## config.mk

```make
export PLATFORM = sky130hd
export DESIGN_NAME = kb_ascii
export DESIGN_NICKNAME = d
export VERILOG_FILES = /design/src/rtl/kb_ascii.sv
export SDC_FILE = /design/constraint.sdc
export NUM_CORES = 1
export LEC_CHECK = 0
export CAP_MARGIN = 10
export CORE_MARGIN = 2
export CORE_UTILIZATION = 35
export CTS_CLUSTER_SIZE = 16
export DETAILED_ROUTE_END_ITERATION = 8
export SETUP_SLACK_MARGIN = 0.15
export SLEW_MARGIN = 20
export SYNTH_ARGS = -nofsm -noshare
export SYNTH_HDL_FRONTEND = slang
export SYNTH_SLANG_ARGS = --single-unit
```

## constraint.sdc

```tcl
create_clock -name clk -period 3.21 [get_ports clk]
set_input_delay 0.4815 -clock clk [delete_from_list [all_inputs] [get_ports clk]]
set_output_delay 0.4815 -clock clk [all_outputs]
set_load 0.005 [all_outputs]
```

## src/rtl/kb_ascii.sv

```systemverilog
// kb_ascii: pops PS/2 set-2 make codes from an upstream FIFO, maps them to
// ASCII and presents each character with a valid/ready handshake.
// Optional caps-lock support is enabled by defining CAPS_LOCK_EN; when it is
// undefined caps_on is tied low and code 0x58 counts as unmapped.
module kb_ascii #(
    parameter int DROP_W = 8
) (
    input  logic              clk,
    input  logic              rst,
    input  logic              fifo_empty,
    input  logic [7:0]        rd_data,
    output logic              rd_fifo,
    output logic [7:0]        ascii_data,
    output logic              ascii_valid,
    input  logic              ascii_ready,
    output logic              caps_on,
    output logic [DROP_W-1:0] drop_cnt
);

    typedef enum logic [1:0] {
        IDLE = 2'd0,
        MAP  = 2'd1,
        HOLD = 2'd2
    } state_t;

    state_t            state_q, state_d;
    logic [7:0]        code_q, code_d;
    logic [7:0]        ascii_data_q, ascii_data_d;
    logic              ascii_valid_q, ascii_valid_d;
    logic [DROP_W-1:0] drop_cnt_q, drop_cnt_d;

    logic              caps_cur;
    logic              caps_key;
    logic              is_mapped;
    logic              is_letter;
    logic [7:0]        lower_char;

`ifdef CAPS_LOCK_EN
    logic caps_q, caps_d;
    assign caps_cur = caps_q;
    assign caps_key = (code_q == 8'h58);
`else
    assign caps_cur = 1'b0;
    assign caps_key = 1'b0;
`endif

    // Decode the latched scan code to its lowercase / unshifted character
    always_comb begin
        is_mapped  = 1'b1;
        is_letter  = 1'b1;
        lower_char = 8'h00;
        case (code_q)
            8'h1C: lower_char = 8'h61; // a
            8'h32: lower_char = 8'h62; // b
            8'h21: lower_char = 8'h63; // c
            8'h23: lower_char = 8'h64; // d
            8'h24: lower_char = 8'h65; // e
            8'h2B: lower_char = 8'h66; // f
            8'h34: lower_char = 8'h67; // g
            8'h33: lower_char = 8'h68; // h
            8'h43: lower_char = 8'h69; // i
            8'h3B: lower_char = 8'h6A; // j
            8'h42: lower_char = 8'h6B; // k
            8'h4B: lower_char = 8'h6C; // l
            8'h3A: lower_char = 8'h6D; // m
            8'h31: lower_char = 8'h6E; // n
            8'h44: lower_char = 8'h6F; // o
            8'h4D: lower_char = 8'h70; // p
            8'h15: lower_char = 8'h71; // q
            8'h2D: lower_char = 8'h72; // r
            8'h1B: lower_char = 8'h73; // s
            8'h2C: lower_char = 8'h74; // t
            8'h3C: lower_char = 8'h75; // u
            8'h2A: lower_char = 8'h76; // v
            8'h1D: lower_char = 8'h77; // w
            8'h22: lower_char = 8'h78; // x
            8'h35: lower_char = 8'h79; // y
            8'h1A: lower_char = 8'h7A; // z
            8'h45: begin is_letter = 1'b0; lower_char = 8'h30; end
            8'h16: begin is_letter = 1'b0; lower_char = 8'h31; end
            8'h1E: begin is_letter = 1'b0; lower_char = 8'h32; end
            8'h26: begin is_letter = 1'b0; lower_char = 8'h33; end
            8'h25: begin is_letter = 1'b0; lower_char = 8'h34; end
            8'h2E: begin is_letter = 1'b0; lower_char = 8'h35; end
            8'h36: begin is_letter = 1'b0; lower_char = 8'h36; end
            8'h3D: begin is_letter = 1'b0; lower_char = 8'h37; end
            8'h3E: begin is_letter = 1'b0; lower_char = 8'h38; end
            8'h46: begin is_letter = 1'b0; lower_char = 8'h39; end
            8'h29: begin is_letter = 1'b0; lower_char = 8'h20; end // space
            8'h5A: begin is_letter = 1'b0; lower_char = 8'h0D; end // enter
            8'h66: begin is_letter = 1'b0; lower_char = 8'h08; end // backspace
            default: begin
                is_mapped = 1'b0;
                is_letter = 1'b0;
            end
        endcase
    end

    // Next-state and pop strobe; reset overrides the pop combinationally
    always_comb begin
        state_d       = state_q;
        code_d        = code_q;
        ascii_data_d  = ascii_data_q;
        ascii_valid_d = ascii_valid_q;
        drop_cnt_d    = drop_cnt_q;
`ifdef CAPS_LOCK_EN
        caps_d        = caps_q;
`endif
        rd_fifo       = 1'b0;
        case (state_q)
            IDLE: begin
                if (!fifo_empty) begin
                    rd_fifo = 1'b1;
                    code_d  = rd_data;
                    state_d = MAP;
                end
            end
            MAP: begin
                state_d = IDLE;
                if (caps_key) begin
`ifdef CAPS_LOCK_EN
                    caps_d = ~caps_q;
`endif
                end else if (is_mapped) begin
                    // Uppercase is the lowercase letter with bit 5 cleared
                    ascii_data_d  = (is_letter && caps_cur) ? (lower_char & 8'hDF) : lower_char;
                    ascii_valid_d = 1'b1;
                    state_d       = HOLD;
                end else if (drop_cnt_q != '1) begin
                    drop_cnt_d = drop_cnt_q + DROP_W'(1);
                end
            end
            HOLD: begin
                if (ascii_ready) begin
                    ascii_valid_d = 1'b0;
                    state_d       = IDLE;
                end
            end
            default: state_d = IDLE;
        endcase
        if (rst) begin
            rd_fifo = 1'b0;
        end
    end

    // State and datapath registers with synchronous reset
    always_ff @(posedge clk) begin
        if (rst) begin
            state_q       <= IDLE;
            code_q        <= 8'h00;
            ascii_data_q  <= 8'h00;
            ascii_valid_q <= 1'b0;
            drop_cnt_q    <= '0;
        end else begin
            state_q       <= state_d;
            code_q        <= code_d;
            ascii_data_q  <= ascii_data_d;
            ascii_valid_q <= ascii_valid_d;
            drop_cnt_q    <= drop_cnt_d;
        end
    end

`ifdef CAPS_LOCK_EN
    // Caps-lock toggle register
    always_ff @(posedge clk) begin
        if (rst) begin
            caps_q <= 1'b0;
        end else begin
            caps_q <= caps_d;
        end
    end
`endif

    assign ascii_data  = ascii_data_q;
    assign ascii_valid = ascii_valid_q;
    assign drop_cnt    = drop_cnt_q;
    assign caps_on     = caps_cur;

endmodule

```

# Yosys cells after proc, flatten, opt, wreduce, memory -nomap -nowiden
# Index checks and enable logic that the tools add are counted.
[word_totals]
ff_bits = 27
[classes]
n_addsub = 1
eq_ne = 45
n_mux = 12
bitwise_logic = 2
reduce_logical = 8
[op_table]
columns = ["operator", "n"]
rows = [
  ["7-bit case mux with 39 select lines", 1],
  ["8-bit by 6-bit equality test with 1-bit output, second input constant", 23],
  ["8-bit by 7-bit equality test with 1-bit output, second input constant", 9],
  ["8-bit by 5-bit equality test with 1-bit output, second input constant", 7],
  ["39-bit OR reduction", 1],
  ["8-bit by 1-bit adder with 8-bit output, second input constant", 1],
  ["8-bit != test, second input constant", 1],
  ["1-bit 2-to-1 mux", 6],
  ["2-bit 2-to-1 mux", 3],
  ["2-bit != test, second input constant", 3],
  ["2-bit case mux with 3 select lines", 1],
  ["2-bit AND reduction", 3],
  ["3-bit AND reduction", 2],
  ["2-bit by 1-bit equality test with 1-bit output, second input constant", 1],
  ["2-bit equality test, second input constant", 1],
  ["2-bit zero test", 1],
  ["1-bit inverter", 2],
  ["1-bit case mux with 2 select lines", 1],
  ["2-bit nonzero test", 1],
]

# Longest topological paths before layout
[logic_depth]
depth_word = 5
ltp_mapped = 11
ltp_nobuf = 7

# Least setup slack after synthesis
# No wires, ideal clock.
[synth_path]
path_type = "reg2reg"
startpoint = "reg code_q[1]"
endpoint = "reg drop_cnt_q[7] (netlist: drop_cnt[7])"
arrival_time_ns = 2.265
slack_ns = 0.822
stages_incl_launch_ff = 11
n_path_buf = 3
period_less_slack_ns = 2.388
path_cell_list = "dfxtp_1 -> buf_4 -> buf_4 -> nand2b_1 -> a21oi_1 -> o21ai_2 -> nand4b_1 -> or3_1 -> buf_2 -> nor4_1 -> mux2_1"
[synth_via]
elab_chain_cells = 5
[synth_lines]
columns = ["item", "line_no", "source"]
rows = [
  ["start, declared", "27", "logic [7:0] code_q, code_d;"],
  ["start signal, assigned", "156", "code_q <= code_d;"],
  ["8-bit by 7-bit equality test with 1-bit output, or another cell as far along", "52", "case (code_q)"],
  ["39-bit OR reduction (no source line) *", "-", ""],
  ["1-bit 2-to-1 mux *", "52", ""],
  ["1-bit inverter (no source line) *", "-", ""],
  ["3-bit AND reduction (no source line) *", "-", ""],
  ["end signal, assigned", "159", "drop_cnt_q <= drop_cnt_d;"],
  ["end, declared", "30", "logic [DROP_W-1:0] drop_cnt_q, drop_cnt_d;"],
]
# Every way passes the cells marked *; elsewhere a longest branch is shown, timed or not.
# A chain may end at the register's enable or synchronous reset.

# Worst setup path after layout
[layout_path]
startpoint = "reg code_q[6]"
endpoint = "reg drop_cnt_q[7] (netlist: drop_cnt[7])"
# Same word-level chain as after synthesis.

==> reports/summary.log <==
qor: run_status.run_status finished, final reports clean
qor: drt.post-route-drc-count 0
qor: synthesis.synth.ff_latch_count 26
qor: timing.unrepaired_setup_endpoints_after_global_routing no
qor: clocking.cts.clk_slew.worst_paths 0.09 ns
qor: critical_path.worstReg2RegStart code_q[6]$_SDFFE_PP0P_
qor: grt.first_global_vias 2011
qor: die.dieWidth 81.7 um
qor: die.die_y 81.7 um
qor: die.placement_rows 28
qor: critical_path.timing.reg2reg.setup_slack 0.39 ns
qor: layout.drive_gt1_share 15.8%
qor: synthesis.synth-edff-count 0
qor: drt.routed-via-count 2185
qor: clocking.htreeDepth 1
qor: critical_path.worst_setup_path_endpoint drop_cnt[7]$_SDFFE_PP0P_
qor: critical_path.end_kind flip-flop
qor: timing.finalSetupViolations 0
qor: synthesis.yosys.area.top_type sky130_fd_sc_hd__dfxtp_1
qor: timing.fin_ws 0.385 ns
qor: worst_hold_path.hold_class reg -> reg
qor: layout.fillerInstances 600
qor: timing.fin_setup_tns 0 ns
qor: synthesis.syn-cell-area 2110 um2
qor: die.initial_utilization 35.9%
qor: timing.max_freq 354 MHz
qor: timing.final_period_minus_worst_setup_slack 2.82 ns
qor: die.core-area 5890 um2
qor: placement.place_ws 0.346 ns
qor: clocking.max-clock-path-buffers 2
qor: timing.min_period_over_period 88.0%
qor: critical_path.crit_path_max_fanout 14
qor: drt.drt_first_pass_iters 4
qor: critical_path.worst_reg2reg_endpoint drop_cnt[7]$_SDFFE_PP0P_
qor: synthesis.synth.area.top_cells sky130_fd_sc_hd__dfxtp_1 25%, sky130_fd_sc_hd__a21oi_1 5.7%, sky130_fd_sc_hd__nand2_1 4.4%, sky130_fd_sc_hd__o21ai_0 3.3%, sky130_fd_sc_hd__nor2_1 3.2%
qor: synthesis.yosysWarnings 0
qor: placement.buffer_ports.inserted 28
qor: die.num_io_pins 31
qor: layout.num_antenna_cells 0
qor: critical_path.reg2reg_depth 7
qor: synthesis.synth_top_area_share 24.7%
qor: placement.place.gp.congestion 0.910
qor: synthesis.synth_sequential_area_ratio 24.7%
qor: clocking.cts-root-buf sky130_fd_sc_hd__clkbuf_8
qor: critical_path.worst_setup_path_startpoint code_q[6]$_SDFFE_PP0P_
qor: grt.antenna_found_initial 0
qor: run.cap_viol_max_count 0
qor: clocking.number_of_buffers_created_by_cts 3
qor: clocking.clock_sinks 26
qor: grt.globalRouteTotalUtil 18.3%
qor: synthesis.synthArstFlopShare 0%
qor: pwr.ir_worst_vdd 0.223 mV
qor: critical_path.timing_worst_setup_path_type reg -> reg
qor: clocking.worst_skew_pair.late_latency 0.28 ns
qor: pwr.power_leakage 0.000906 uW
qor: die.fp.dieArea 6670 um2
qor: clocking.cts_tree done
qor: drt.detail-route-antenna-nets 0
qor: clocking.cts.hold.buffers_added 0
qor: drt.viasPerCell 5.66
qor: grt.pin_count_of_the_biggest_net_entering_global_routing 32
qor: timing.max_slew.worst_pin.slew 0.854 ns
qor: critical_path.worstPathRequired 3.38 ns
qor: pwr.powerDensity 291 nW/um2
qor: layout.layout.nets 325
qor: synthesis.avgSynthCellArea 7.59 um2
qor: layout.synthToLayoutAreaGrowth 22.3%
qor: critical_path.cp-start-kind flip-flop
qor: timing.clock-skew-final 0.00540 ns
qor: critical_path.worst_ep_arrival_time 3.00 ns
qor: synthesis.post_synth_num_cell_types 67
qor: timing.report.final.slew_viol_count 0
qor: synthesis.postSynth.topFlopCell sky130_fd_sc_hd__dfxtp_1
qor: timing.finalHoldViolCount 0
qor: timing.hold_slack 0.466 ns
qor: placement.detailed_place_hpwl 4370 um
qor: drt.routedWlPerCell 14.7 um
qor: drt.wl 5680 um
qor: synthesis.number_of_instances_in_the_synthesized_netlist 278
qor: synthesis.post-synth-top-count-cell sky130_fd_sc_hd__dfxtp_1
qor: synthesis.synth.cells.most_frequent 26 x sky130_fd_sc_hd__dfxtp_1, 25 x sky130_fd_sc_hd__nand2_1, 24 x sky130_fd_sc_hd__a21oi_1
qor: grt.grt_remaining_overflow 0
qor: drt.drt-initial-drc-count 186
qor: timing.slew_headroom 42.6%
qor: grt.grt_first_pass_wirelength 9710 um
==> cell families after synthesis <==
family | count (synthesis) | share of synthesized area (%)
buffers and inverters | 32 | 8.60
xor gates and xnor gates | 5 | 2.43
DFF | 26 | 24.7
AOI/OAI and AO/OA | 72 | 22.6
and+or+nand+nor | 134 | 37.3
adders and majority gates | 1 | 0.593
muxes | 7 | 3.62
other | 1 | 0.178
==> final cells by class <==
type                       instances  area [um2]  share of cell area, %
clock buffer                       4        55.1                   2.13
sequential                        26         522                   20.2
timing repair buffer              54         475                   18.4
tap                               75        93.8                   3.64
inverter                           6        22.5                  0.873
multi-input combinational        221        1410                   54.7
==> how the worst min path moves through the flow <==
stage	startpoint	endpoint	slack [ns]	cells after the start
after detailed placement	ascii_valid$_SDFFE_PP0P_	ascii_valid$_SDFFE_PP0P_	0.46	2
after floorplan	ascii_valid$_SDFFE_PP0P_	ascii_valid$_SDFFE_PP0P_	0.45	2
after CTS	ascii_valid$_SDFFE_PP0P_	ascii_valid$_SDFFE_PP0P_	0.47	2
after global placement	ascii_valid$_SDFFE_PP0P_	ascii_valid$_SDFFE_PP0P_	0.44	2
final	ascii_valid$_SDFFE_PP0P_	ascii_valid$_SDFFE_PP0P_	0.47	2
after global routing	ascii_valid$_SDFFE_PP0P_	ascii_valid$_SDFFE_PP0P_	0.51	2
==> routing by layer <==
| layer | vias to the layer above | track usage [%] | part of all wire (%) |
|---|---|---|---|
| li1 | 1093 | - | - |
| met1 | 996 | 25.7 | 46 |
| met2 | 83 | 28.8 | 45 |
| met5 | - | 0 | 0 |
| met3 | 13 | 3.41 | 7.4 |
| met4 | 0 | 4.50 | 2.2 |
==> what timing repair did <==
| action | 4_1_cts | 5_1_grt |
|---|---|---|
| resized for setup | 0 | 1 |
| setup endpoints to repair | 0 | 4 |
| setup buffers | 0 | 0 |
==> where the power goes <==
group	leakage, uW	switching [uW]	internal (uW)
combinational	0.000665	90.0	84.2
clock	0.0000288	108	110
sequential	0.000212	25.9	333
total	0.000906	224	527
==> stage by stage <==
stage          power, uW  instance area (um2)  cells  utilization [%]
3_5_place_dp         538                 2520    382             42.9
3_3_place_gp         540                 2520    382             42.9
4_1_cts              755                 2580    386             43.8
6_report             751                 2580    386             43.9
5_1_grt              792                 2580    386             43.9
2_1_floorplan        477                 2110    279                -
==> registers in the layout (all words and copies together), names as in the netlist <==
name         flops
drop_cnt         8
ascii_valid      1
code_q           8
state_q          2
ascii_data       7
==> cells in the final DEF (no fill, tap or decap), types with 4 or more instances in the layout <==
| cell | synthesis | layout |
|---|---|---|
| sky130_fd_sc_hd__o22ai_1 | 4 | 4 |
| sky130_fd_sc_hd__nor4_1 | 7 | 7 |
| sky130_fd_sc_hd__nor2b_1 | 10 | 10 |
| sky130_fd_sc_hd__clkbuf_8 | 0 | 4 |
| sky130_fd_sc_hd__dfxtp_1 | 26 | 25 |
| sky130_fd_sc_hd__clkdlybuf4s50_1 | 0 | 28 |
| sky130_fd_sc_hd__a21oi_1 | 24 | 24 |
| sky130_fd_sc_hd__nor2_1 | 18 | 18 |
| sky130_fd_sc_hd__nand2_1 | 25 | 25 |
| sky130_fd_sc_hd__nand2b_1 | 10 | 10 |
| sky130_fd_sc_hd__o21ai_0 | 14 | 14 |
| sky130_fd_sc_hd__mux2_2 | 4 | 4 |
| sky130_fd_sc_hd__nand3b_1 | 5 | 5 |
| sky130_fd_sc_hd__inv_1 | 6 | 6 |
| sky130_fd_sc_hd__nand3_1 | 9 | 9 |
| sky130_fd_sc_hd__o22a_1 | 4 | 4 |
| sky130_fd_sc_hd__nor3_1 | 13 | 13 |
| sky130_fd_sc_hd__or3_1 | 5 | 5 |
| sky130_fd_sc_hd__buf_4 | 7 | 26 |
==> critical path, stage by stage (launching register included) <==
cell                       delay (ns)
sky130_fd_sc_hd__dfxtp_1         0.63
sky130_fd_sc_hd__and3b_1         0.27
sky130_fd_sc_hd__o211a_1         0.22
sky130_fd_sc_hd__o21ai_0         0.17
sky130_fd_sc_hd__nand4b_1        0.16
sky130_fd_sc_hd__or3_1           0.56
sky130_fd_sc_hd__nor4_1          0.36
sky130_fd_sc_hd__mux2_1          0.35
Power figures use the tool's default switching activity.
